## src/rtl/mem_arbiter_if.sv

```systemverilog
// rtl/mem_arbiter_if.sv - requester handshake and memory-pin bundle for mem_arbiter
interface mem_arbiter_if;
    logic        req0;
    logic        req1;
    logic        we0;
    logic        we1;
    logic [7:0]  addr0;
    logic [7:0]  addr1;
    logic [7:0]  wdata0;
    logic [7:0]  wdata1;
    logic        lock0;
    logic        lock1;
    logic        ack0;
    logic        ack1;
    logic [15:0] rdata0;
    logic [15:0] rdata1;
    logic [7:0]  mem_addr;
    logic [7:0]  mem_wdata;
    logic        mem_we;
    logic [15:0] mem_rdata;
    logic [1:0]  grant;
    logic        busy;

    modport slave (
        input  req0, req1, we0, we1, addr0, addr1, wdata0, wdata1, lock0, lock1, mem_rdata,
        output ack0, ack1, rdata0, rdata1, mem_addr, mem_wdata, mem_we, grant, busy
    );

    modport master (
        output req0, req1, we0, we1, addr0, addr1, wdata0, wdata1, lock0, lock1, mem_rdata,
        input  ack0, ack1, rdata0, rdata1, mem_addr, mem_wdata, mem_we, grant, busy
    );
endinterface

```

## src/rtl/mem_arbiter.sv

```systemverilog
// rtl/mem_arbiter.sv - two-port round-robin memory arbiter with burst lock and wait-state sequencing
module mem_arbiter #(
    parameter int WAIT_CYCLES = 1,
    parameter int MAX_LOCK    = 16
) (
    input  logic         clk,
    input  logic         rst,
    mem_arbiter_if.slave bus
);

    localparam logic [3:0] LP_CNT_LOAD = 4'(WAIT_CYCLES - 1);
    localparam logic [7:0] LP_MAX_LOCK = 8'(MAX_LOCK);

    typedef enum logic [1:0] {
        S_IDLE   = 2'd0,
        S_ACCESS = 2'd1,
        S_ACK    = 2'd2
    } state_t;

    state_t      r_state;
    logic [3:0]  r_cnt;
    logic        r_ptr;
    logic        r_lock_vld;
    logic        r_lock_own;
    logic [7:0]  r_lock_cnt;
    logic        r_own;
    logic        r_lock_req;
    logic        r_via_lock;
    logic [7:0]  r_addr;
    logic [7:0]  r_wdata;
    logic        r_we;
    logic        r_ack0;
    logic        r_ack1;
    logic [15:0] r_rdata0;
    logic [15:0] r_rdata1;
    logic [1:0]  r_grant;
    logic        r_busy;

    logic [1:0]  w_req;
    logic        w_lock_win;
    logic        w_win;
    logic [7:0]  w_lock_cnt_nxt;

    assign w_req      = {bus.req1, bus.req0};
    assign w_lock_win = r_lock_vld && w_req[r_lock_own] && (r_lock_cnt < LP_MAX_LOCK);

    always_comb begin
        w_win = r_ptr;
        if (w_lock_win) begin
            w_win = r_lock_own;
        end else if (w_req[0] != w_req[1]) begin
            w_win = w_req[1];
        end
    end

    // A lock taken by a rotation win starts fresh; only lock-driven wins count toward the limit.
    assign w_lock_cnt_nxt = r_via_lock ? 8'(r_lock_cnt + 8'd1) : 8'd0;

    always_ff @(posedge clk or posedge rst) begin
        if (rst) begin
            r_state    <= S_IDLE;
            r_cnt      <= 4'd0;
            r_ptr      <= 1'b0;
            r_lock_vld <= 1'b0;
            r_lock_own <= 1'b0;
            r_lock_cnt <= 8'd0;
            r_own      <= 1'b0;
            r_lock_req <= 1'b0;
            r_via_lock <= 1'b0;
            r_addr     <= 8'd0;
            r_wdata    <= 8'd0;
            r_we       <= 1'b0;
            r_ack0     <= 1'b0;
            r_ack1     <= 1'b0;
            r_rdata0   <= 16'd0;
            r_rdata1   <= 16'd0;
            r_grant    <= 2'b00;
            r_busy     <= 1'b0;
        end else begin
            case (r_state)
                S_IDLE: begin
                    if (r_lock_vld && !w_req[r_lock_own]) begin
                        r_lock_vld <= 1'b0;
                        r_lock_cnt <= 8'd0;
                    end
                    if (|w_req) begin
                        r_own      <= w_win;
                        r_addr     <= w_win ? bus.addr1  : bus.addr0;
                        r_wdata    <= w_win ? bus.wdata1 : bus.wdata0;
                        r_we       <= w_win ? bus.we1    : bus.we0;
                        r_lock_req <= w_win ? bus.lock1  : bus.lock0;
                        r_via_lock <= w_lock_win;
                        r_grant    <= w_win ? 2'b10 : 2'b01;
                        r_ptr      <= ~w_win;
                        r_cnt      <= LP_CNT_LOAD;
                        r_busy     <= 1'b1;
                        r_state    <= S_ACCESS;
                    end
                end
                S_ACCESS: begin
                    if (r_cnt == 4'd0) begin
                        if (!r_we) begin
                            if (r_own) begin
                                r_rdata1 <= bus.mem_rdata;
                            end else begin
                                r_rdata0 <= bus.mem_rdata;
                            end
                        end
                        if (r_own) begin
                            r_ack1 <= 1'b1;
                        end else begin
                            r_ack0 <= 1'b1;
                        end
                        r_grant <= 2'b00;
                        r_state <= S_ACK;
                    end else begin
                        r_cnt <= r_cnt - 4'd1;
                    end
                end
                S_ACK: begin
                    r_ack0  <= 1'b0;
                    r_ack1  <= 1'b0;
                    r_busy  <= 1'b0;
                    r_state <= S_IDLE;
                    if (r_lock_req && (w_lock_cnt_nxt < LP_MAX_LOCK)) begin
                        r_lock_vld <= 1'b1;
                        r_lock_own <= r_own;
                        r_lock_cnt <= w_lock_cnt_nxt;
                    end else begin
                        r_lock_vld <= 1'b0;
                        r_lock_cnt <= 8'd0;
                    end
                end
                default: begin
                    r_state <= S_IDLE;
                end
            endcase
        end
    end

    // Write strobe is decoded from reset-cleared state so it falls the moment rst rises.
    assign bus.mem_we    = (r_state == S_ACCESS) && r_we && (r_cnt == 4'd0);
    assign bus.mem_addr  = r_addr;
    assign bus.mem_wdata = r_wdata;
    assign bus.ack0      = r_ack0;
    assign bus.ack1      = r_ack1;
    assign bus.rdata0    = r_rdata0;
    assign bus.rdata1    = r_rdata1;
    assign bus.grant     = r_grant;
    assign bus.busy      = r_busy;

endmodule

```

## src/flat_wrapper.sv

```systemverilog
// flat-port wrapper written by rule: the top's interface ports become plain ports
module mem_arbiter_flat 
#(
    parameter int WAIT_CYCLES = 1,
    parameter int MAX_LOCK    = 16
)
  (clk, rst, bus_req0, bus_req1, bus_we0, bus_we1, bus_addr0, bus_addr1, bus_wdata0, bus_wdata1, bus_lock0, bus_lock1, bus_mem_rdata, bus_ack0, bus_ack1, bus_rdata0, bus_rdata1, bus_mem_addr, bus_mem_wdata, bus_mem_we, bus_grant, bus_busy);
  mem_arbiter_if bus_i ();
  input  logic clk;
  input  logic rst;
  input wire logic [$bits(bus_i.req0)-1:0] bus_req0;
  input wire logic [$bits(bus_i.req1)-1:0] bus_req1;
  input wire logic [$bits(bus_i.we0)-1:0] bus_we0;
  input wire logic [$bits(bus_i.we1)-1:0] bus_we1;
  input wire logic [$bits(bus_i.addr0)-1:0] bus_addr0;
  input wire logic [$bits(bus_i.addr1)-1:0] bus_addr1;
  input wire logic [$bits(bus_i.wdata0)-1:0] bus_wdata0;
  input wire logic [$bits(bus_i.wdata1)-1:0] bus_wdata1;
  input wire logic [$bits(bus_i.lock0)-1:0] bus_lock0;
  input wire logic [$bits(bus_i.lock1)-1:0] bus_lock1;
  input wire logic [$bits(bus_i.mem_rdata)-1:0] bus_mem_rdata;
  output wire logic [$bits(bus_i.ack0)-1:0] bus_ack0;
  output wire logic [$bits(bus_i.ack1)-1:0] bus_ack1;
  output wire logic [$bits(bus_i.rdata0)-1:0] bus_rdata0;
  output wire logic [$bits(bus_i.rdata1)-1:0] bus_rdata1;
  output wire logic [$bits(bus_i.mem_addr)-1:0] bus_mem_addr;
  output wire logic [$bits(bus_i.mem_wdata)-1:0] bus_mem_wdata;
  output wire logic [$bits(bus_i.mem_we)-1:0] bus_mem_we;
  output wire logic [$bits(bus_i.grant)-1:0] bus_grant;
  output wire logic [$bits(bus_i.busy)-1:0] bus_busy;
  assign bus_i.req0 = bus_req0;
  assign bus_i.req1 = bus_req1;
  assign bus_i.we0 = bus_we0;
  assign bus_i.we1 = bus_we1;
  assign bus_i.addr0 = bus_addr0;
  assign bus_i.addr1 = bus_addr1;
  assign bus_i.wdata0 = bus_wdata0;
  assign bus_i.wdata1 = bus_wdata1;
  assign bus_i.lock0 = bus_lock0;
  assign bus_i.lock1 = bus_lock1;
  assign bus_i.mem_rdata = bus_mem_rdata;
  assign bus_ack0 = bus_i.ack0;
  assign bus_ack1 = bus_i.ack1;
  assign bus_rdata0 = bus_i.rdata0;
  assign bus_rdata1 = bus_i.rdata1;
  assign bus_mem_addr = bus_i.mem_addr;
  assign bus_mem_wdata = bus_i.mem_wdata;
  assign bus_mem_we = bus_i.mem_we;
  assign bus_grant = bus_i.grant;
  assign bus_busy = bus_i.busy;
  mem_arbiter #(.WAIT_CYCLES(WAIT_CYCLES), .MAX_LOCK(MAX_LOCK)) u_core (.clk(clk), .rst(rst), .bus(bus_i));
endmodule
```

## config.mk

```make
export PLATFORM = sky130hd
export DESIGN_NAME = mem_arbiter_flat
export DESIGN_NICKNAME = d
export VERILOG_FILES = /design/src/rtl/mem_arbiter_if.sv /design/src/rtl/mem_arbiter.sv /design/src/flat_wrapper.sv
export SDC_FILE = /design/constraint.sdc
export NUM_CORES = 1
export LEC_CHECK = 0
export CELL_PAD_IN_SITES_DETAIL_PLACEMENT = 1
export CELL_PAD_IN_SITES_GLOBAL_PLACEMENT = 1
export CORE_ASPECT_RATIO = 1.1
export CORE_UTILIZATION = 32
export DETAILED_ROUTE_END_ITERATION = 10
export HOLD_SLACK_MARGIN = 0.15
export PLACE_DENSITY = 0.83
export SYNTH_ARGS = -nofsm -noshare
export SYNTH_HDL_FRONTEND = slang
export SYNTH_SLANG_ARGS = --single-unit
```

## constraint.sdc

```tcl
create_clock -name clk -period 2.3 [get_ports clk]
set_input_delay 0.46 -clock clk [delete_from_list [all_inputs] [get_ports clk]]
set_output_delay 0.46 -clock clk [all_outputs]
set_load 0.02 [all_outputs]
```

# ---- After elaboration in Yosys (flattened, before gate mapping)
# Index checks and enable logic that the tools add are counted.
dict set report word_totals {
  regBits 74
  latchBits 0
  ramBits 0
  rom_bits 0
  inputBits 56
  out_inout_bits 54
  elab_cells 92
  memories 0
}
dict set report op_classes {
  add_sub_neg 2
  n_mul 0
  n_div 0
  n_lt_le_gt_ge 3
  n_eq_ne 9
  shift 0
  n_mux 33
  bitwise_logic 3
  reduce_logical 24
}
# cell n
set ops {}
lappend ops {{$mux W8} 5}
lappend ops {{$lt A8 B5 Y1 const B} 2}
lappend ops {{$pmux W8 S2} 1}
lappend ops {{$mux W1} 13}
lappend ops {{$reduce_and A3 Y1} 4}
lappend ops {{$mux W2} 5}
lappend ops {{$reduce_and A2 Y1} 5}
lappend ops {{$add A8 B1 Y8 const B} 1}
lappend ops {{$mux W4} 2}
lappend ops {{$ne A2 B1 Y1 const B} 4}
lappend ops {{$pmux W1 S2} 4}
lappend ops {{$pmux W2 S2} 2}
lappend ops {{$pmux W4 S2} 1}
lappend ops {{$reduce_and A4 Y1} 2}
lappend ops {{$logic_and A1 B1 Y1} 6}
lappend ops {{$reduce_bool A2 Y1} 3}
lappend ops {{$logic_not A4 Y1} 1}
lappend ops {{$ne A2 B2 Y1 const B} 2}
lappend ops {{$sub A4 B1 Y4 const B} 1}
lappend ops {{$not A1 Y1} 3}
lappend ops {{$eq A2 B1 Y1 const B} 1}
lappend ops {{$eq A2 B2 Y1 const B} 1}
lappend ops {{$logic_not A2 Y1} 1}
lappend ops {{$lt A1 B2 Y1 const B} 1}
lappend ops {{other kinds (3)} 3}

# ---- Depth between registers and ports, before layout
dict set report logic_depth {
  depth_word 8
  ltp_mapped 8
  depth_no_buf 6
}

# ---- Worst setup path before layout
# OpenSTA, ideal clock, no wires.
dict set report synth_path {
  path_type {register to register}
  startpoint {register u_core.r_cnt[0]}
  endpoint {register u_core.r_rdata0[0], in the netlist u_core.bus.rdata0[0]}
  setup_time_ns 0.125
  arrival_time_ns 1.984
  required_ns 2.175
  setup_slack_ns 0.191
  path_stages_with_launch 8
  n_path_buf 2
  synth_period_minus_slack_ns 2.109
  cell_sequence {dfrtp_1 -> inv_1 -> ha_1 -> or3b_1 -> buf_6 -> nor4_4 -> buf_8 -> mux2_4}
}
dict set report synth_between {
  elab_chain_len 2
}
# item line
set synth_rtl {}
lappend synth_rtl {{start, declared} mem_arbiter.sv:21} ;# logic [3:0] r_cnt;
lappend synth_rtl {{start signal, assigned} mem_arbiter.sv:117} ;# r_cnt <= r_cnt - 4'd1;
lappend synth_rtl {{$logic_not A4 Y1} mem_arbiter.sv:101} ;# if (r_cnt == 4'd0) begin
lappend synth_rtl {{$reduce_and A4 Y1 (no source line)} --}
lappend synth_rtl {{end signal, assigned} mem_arbiter.sv:106} ;# r_rdata0 <= bus.mem_rdata;
lappend synth_rtl {{end, declared} mem_arbiter.sv:34} ;# logic [15:0] r_rdata0;
# No other way between the ends.
# A chain may end at the register's enable or synchronous reset.

# ---- Worst setup path in the final report
dict set report layout_path {
  startpoint {register u_core.r_cnt[0]}
  endpoint {output bus_mem_we}
}
dict set report layout_between {
  elab_chain_len 2
}
# item line
set layout_rtl {}
lappend layout_rtl {{$logic_not A4 Y1} mem_arbiter.sv:142} ;# assign bus.mem_we = (r_state == S_ACCESS) && r_we && (r_cnt == 4'd0);
lappend layout_rtl {{$logic_and A1 B1 Y1} mem_arbiter.sv:142}
lappend layout_rtl {{end, declared} flat_wrapper.sv:28} ;# output wire logic [$bits(bus_i.mem_we)-1:0] bus_mem_we;
# No other way between the ends.

==> metrics.cfg <==
[status]
status = completed

[grt]
antenna_found_initial = 0
grt_pass1_wl_um = 15100
grt_max_degree = 33
grt_pass1_vias = 2998
overflow = 0
grt_usage_pct = 18.0

[setup_path]
reg2reg_slack_ns = 0.18
cp_max_fo = 2
slowest_stage = dfrtp_1
r2r_cells = 7
reg2reg_from = u_core.r_cnt[0]
reg2reg_to = u_core.bus.rdata0[12]
endpoint_kind = output port
required_ns = 1.84
path_cells = inv_2, ha_1, or3b_4, nor2_4, and2_4, buf_6
crit_type = reg2out
max_stage_delay_ns = 0.40
worst_setup_path_start_kind = flip-flop
worstPathArrival_ns = 1.71

[pwr]
leakagePower_nw = 2.09
power_per_cell_area_nw_per_um2 = 1430
peakVddDrop_mv = 0.500

[placed_design]
gp_congestion = 0.712
hpwl_um = 6930
placed_cell_area_um2 = 4690
portBuffers = 109

[die]
die_area_um2 = 10800
core_um2 = 9980
pin_count = 110
core.rowCount = 38
start_util_pct = 33.2
die_y_um = 109
die_x_um = 99.1

[finish]
utilization_pct = 49.3
area_delta_synth_final_pct = 48.5
regArea_um2 = 1850
layout_common_cells = 108 x clkdlybuf4s50_1, 74 x dfrtp_1, 28 x nor2_1, 28 x o21ai_0
antennaDiodeCount = 0
final_common_cell = clkdlybuf4s50_1
final_nets = 474
multi_input_area_um2 = 1380
fillers = 1083
postLayoutCellArea_um2 = 4930
drive_gt1_share_pct = 19.4

[timing]
rsz0062_at_grt = no
hold_viol = 0
fin_skew_ns = 0.00867
final.setup.tns_ns = 0
hold-worst-slack_ns = 0.441
finalCritPeriodShare_pct = 94.4
fmax_mhz = 461
setup_viol = 0
worst_pin_slew_ns = 0.587
slew_viol_final = 0
relSlewSlack_pct = 60.8
finalCriticalPeriod_ns = 2.17

[routing]
vias = 2732
drc = 0
wl_um = 9180
viasPerCell = 5.08
wl_per_cell_um = 17.1
drt_iter0_markers = 54
first_pass_iters = 4
antenna_left = 0

[clocking]
cts_tree = done
cts.root.buffer_cell = clkbuf_8
clk_latency_ns = 0.34
cts_buffers = 9
htreeDepth = 3
clk_pin_slew_worst_paths_ns = 0.07
clk_path_buf_depth = 2
clkSinkCount = 74
cts_setup_buffers = 0

[synthesis]
ys_seq_elements = 74
syn-cell-area_um2 = 3320
synth_top_area_share_pct = 55.8
netlist_instances = 287
synth_warnings = 0
synth_area_leader_cell = dfrtp_1
seq_area_frac_synth_pct = 55.8
avgSynthCellArea_um2 = 11.6
synth_nets = 347
synthFlopType = dfrtp_1
synth_edf_count = 0
synth.distinct_cells = 40
ys_top_cells_by_area = dfrtp_1 56%, mux2_2 8.1%, mux2_4 4.5%
synthArstFlopShare_pct = 100

[flow_run]
cap_violations = 0

[min_path]
hold_path_class = in2async

## critical path, delay by kind of cell, from the launching register on
kind,cells,cell delay (ns)
simple gates,3,0.66
flops,1,0.40
buf+inv,2,0.18
fa+ha+maj,1,0.14
## sequential cells by signal (all words and copies together) (netlist names), 2 cells and up
signal,count
u_core.bus.rdata0,16
u_core.bus.mem_wdata,8
u_core.bus.rdata1,16
u_core.r_lock_cnt,8
u_core.bus.grant,2
u_core.r_cnt,4
u_core.bus.mem_addr,8
u_core.r_state,2
## report_power, final
part	leakage, nW	internal (W)	total (W)	switching [W]
Clock	0.110	0.000666	0.00112	0.000452
Sequential	0.891	0.00189	0.00229	0.000399
Combinational	1.09	0.00182	0.00365	0.00182
## how the worst max path moves through the flow
| stage | startpoint | endpoint | slack, ns |
|---|---|---|---|
| floorplan | u_core.r_cnt[0] | u_core.bus.rdata0[0] | 0.19 |
| global placement | bus_req1 | u_core.bus.mem_addr[6] | -0.22 |
| detailed placement | bus_req0 | u_core.r_own | -0.40 |
| CTS | u_core.r_cnt[0] | bus_mem_we | 0.02 |
| global route | u_core.r_cnt[1] | bus_mem_we | 0.03 |
| finish | u_core.r_cnt[0] | bus_mem_we | 0.13 |
## routing by layer
metal / up-vias / routed length, um / track usage (%)
met2: 103 / 4680 / 33.3
met5: - / 0 / 0
li1: 1282 / - / -
met4: 0 / 89 / 5.04
met3: 8 / 516 / 3.85
met1: 1339 / 3900 / 21.1
## cells by family after synthesis
logic type / after synthesis / synth area share [%]
AND/OR/NAND/NOR: 88 / 14.0
flip-flops: 74 / 55.8
AO/OA/AOI/OAI: 60 / 11.0
multiplexers: 37 / 13.7
buffers and inverters: 21 / 3.24
adder cells (fa/ha/maj): 4 / 1.51
XOR/XNOR: 3 / 0.792
## area by class of cell
class | instances | area share [%]
Clock inverter | 2 | 1.22
Inverter | 7 | 0.609
Multi-Input combinational cell | 192 | 27.9
Sequential cell | 74 | 37.6
Timing Repair Buffer | 130 | 26.4
Tap cell | 120 | 3.05
Clock buffer | 13 | 3.22
## cells in the mapped netlist, drive strengths merged (2+ instances only)
master / instances
dfrtp: 74
xor2: 3
nand4: 2
nor2b: 10
buf: 6
inv: 7
nand2: 10
nand3: 24
a21oi: 2
ha: 4
a31oi: 20
o21ai: 28
mux2: 36
clkbuf: 8
nand2b: 2
nor2: 29
o22ai: 2
o2111ai: 2
nor3: 4
a31o: 2
## per-stage QoR
stage | power (W) | setup WS [ns] | cells
2_1_floorplan | 0.00426 | 0.191 | 287
3_3_place_gp | 0.00578 | -0.220 | 523
3_5_place_dp | 0.00597 | -0.403 | 523
4_1_cts | 0.00714 | 0.0182 | 538
5_1_grt | 0.00752 | 0.0295 | 538
6_report | 0.00706 | 0.129 | 538
## timing repair
item                                    in CTS  in global routing
endpoints found under the setup margin       3                  1
hold buffers                                 0                  0
resized for setup                            6                  4
No activity file was read; power rests on OpenSTA's default activity.
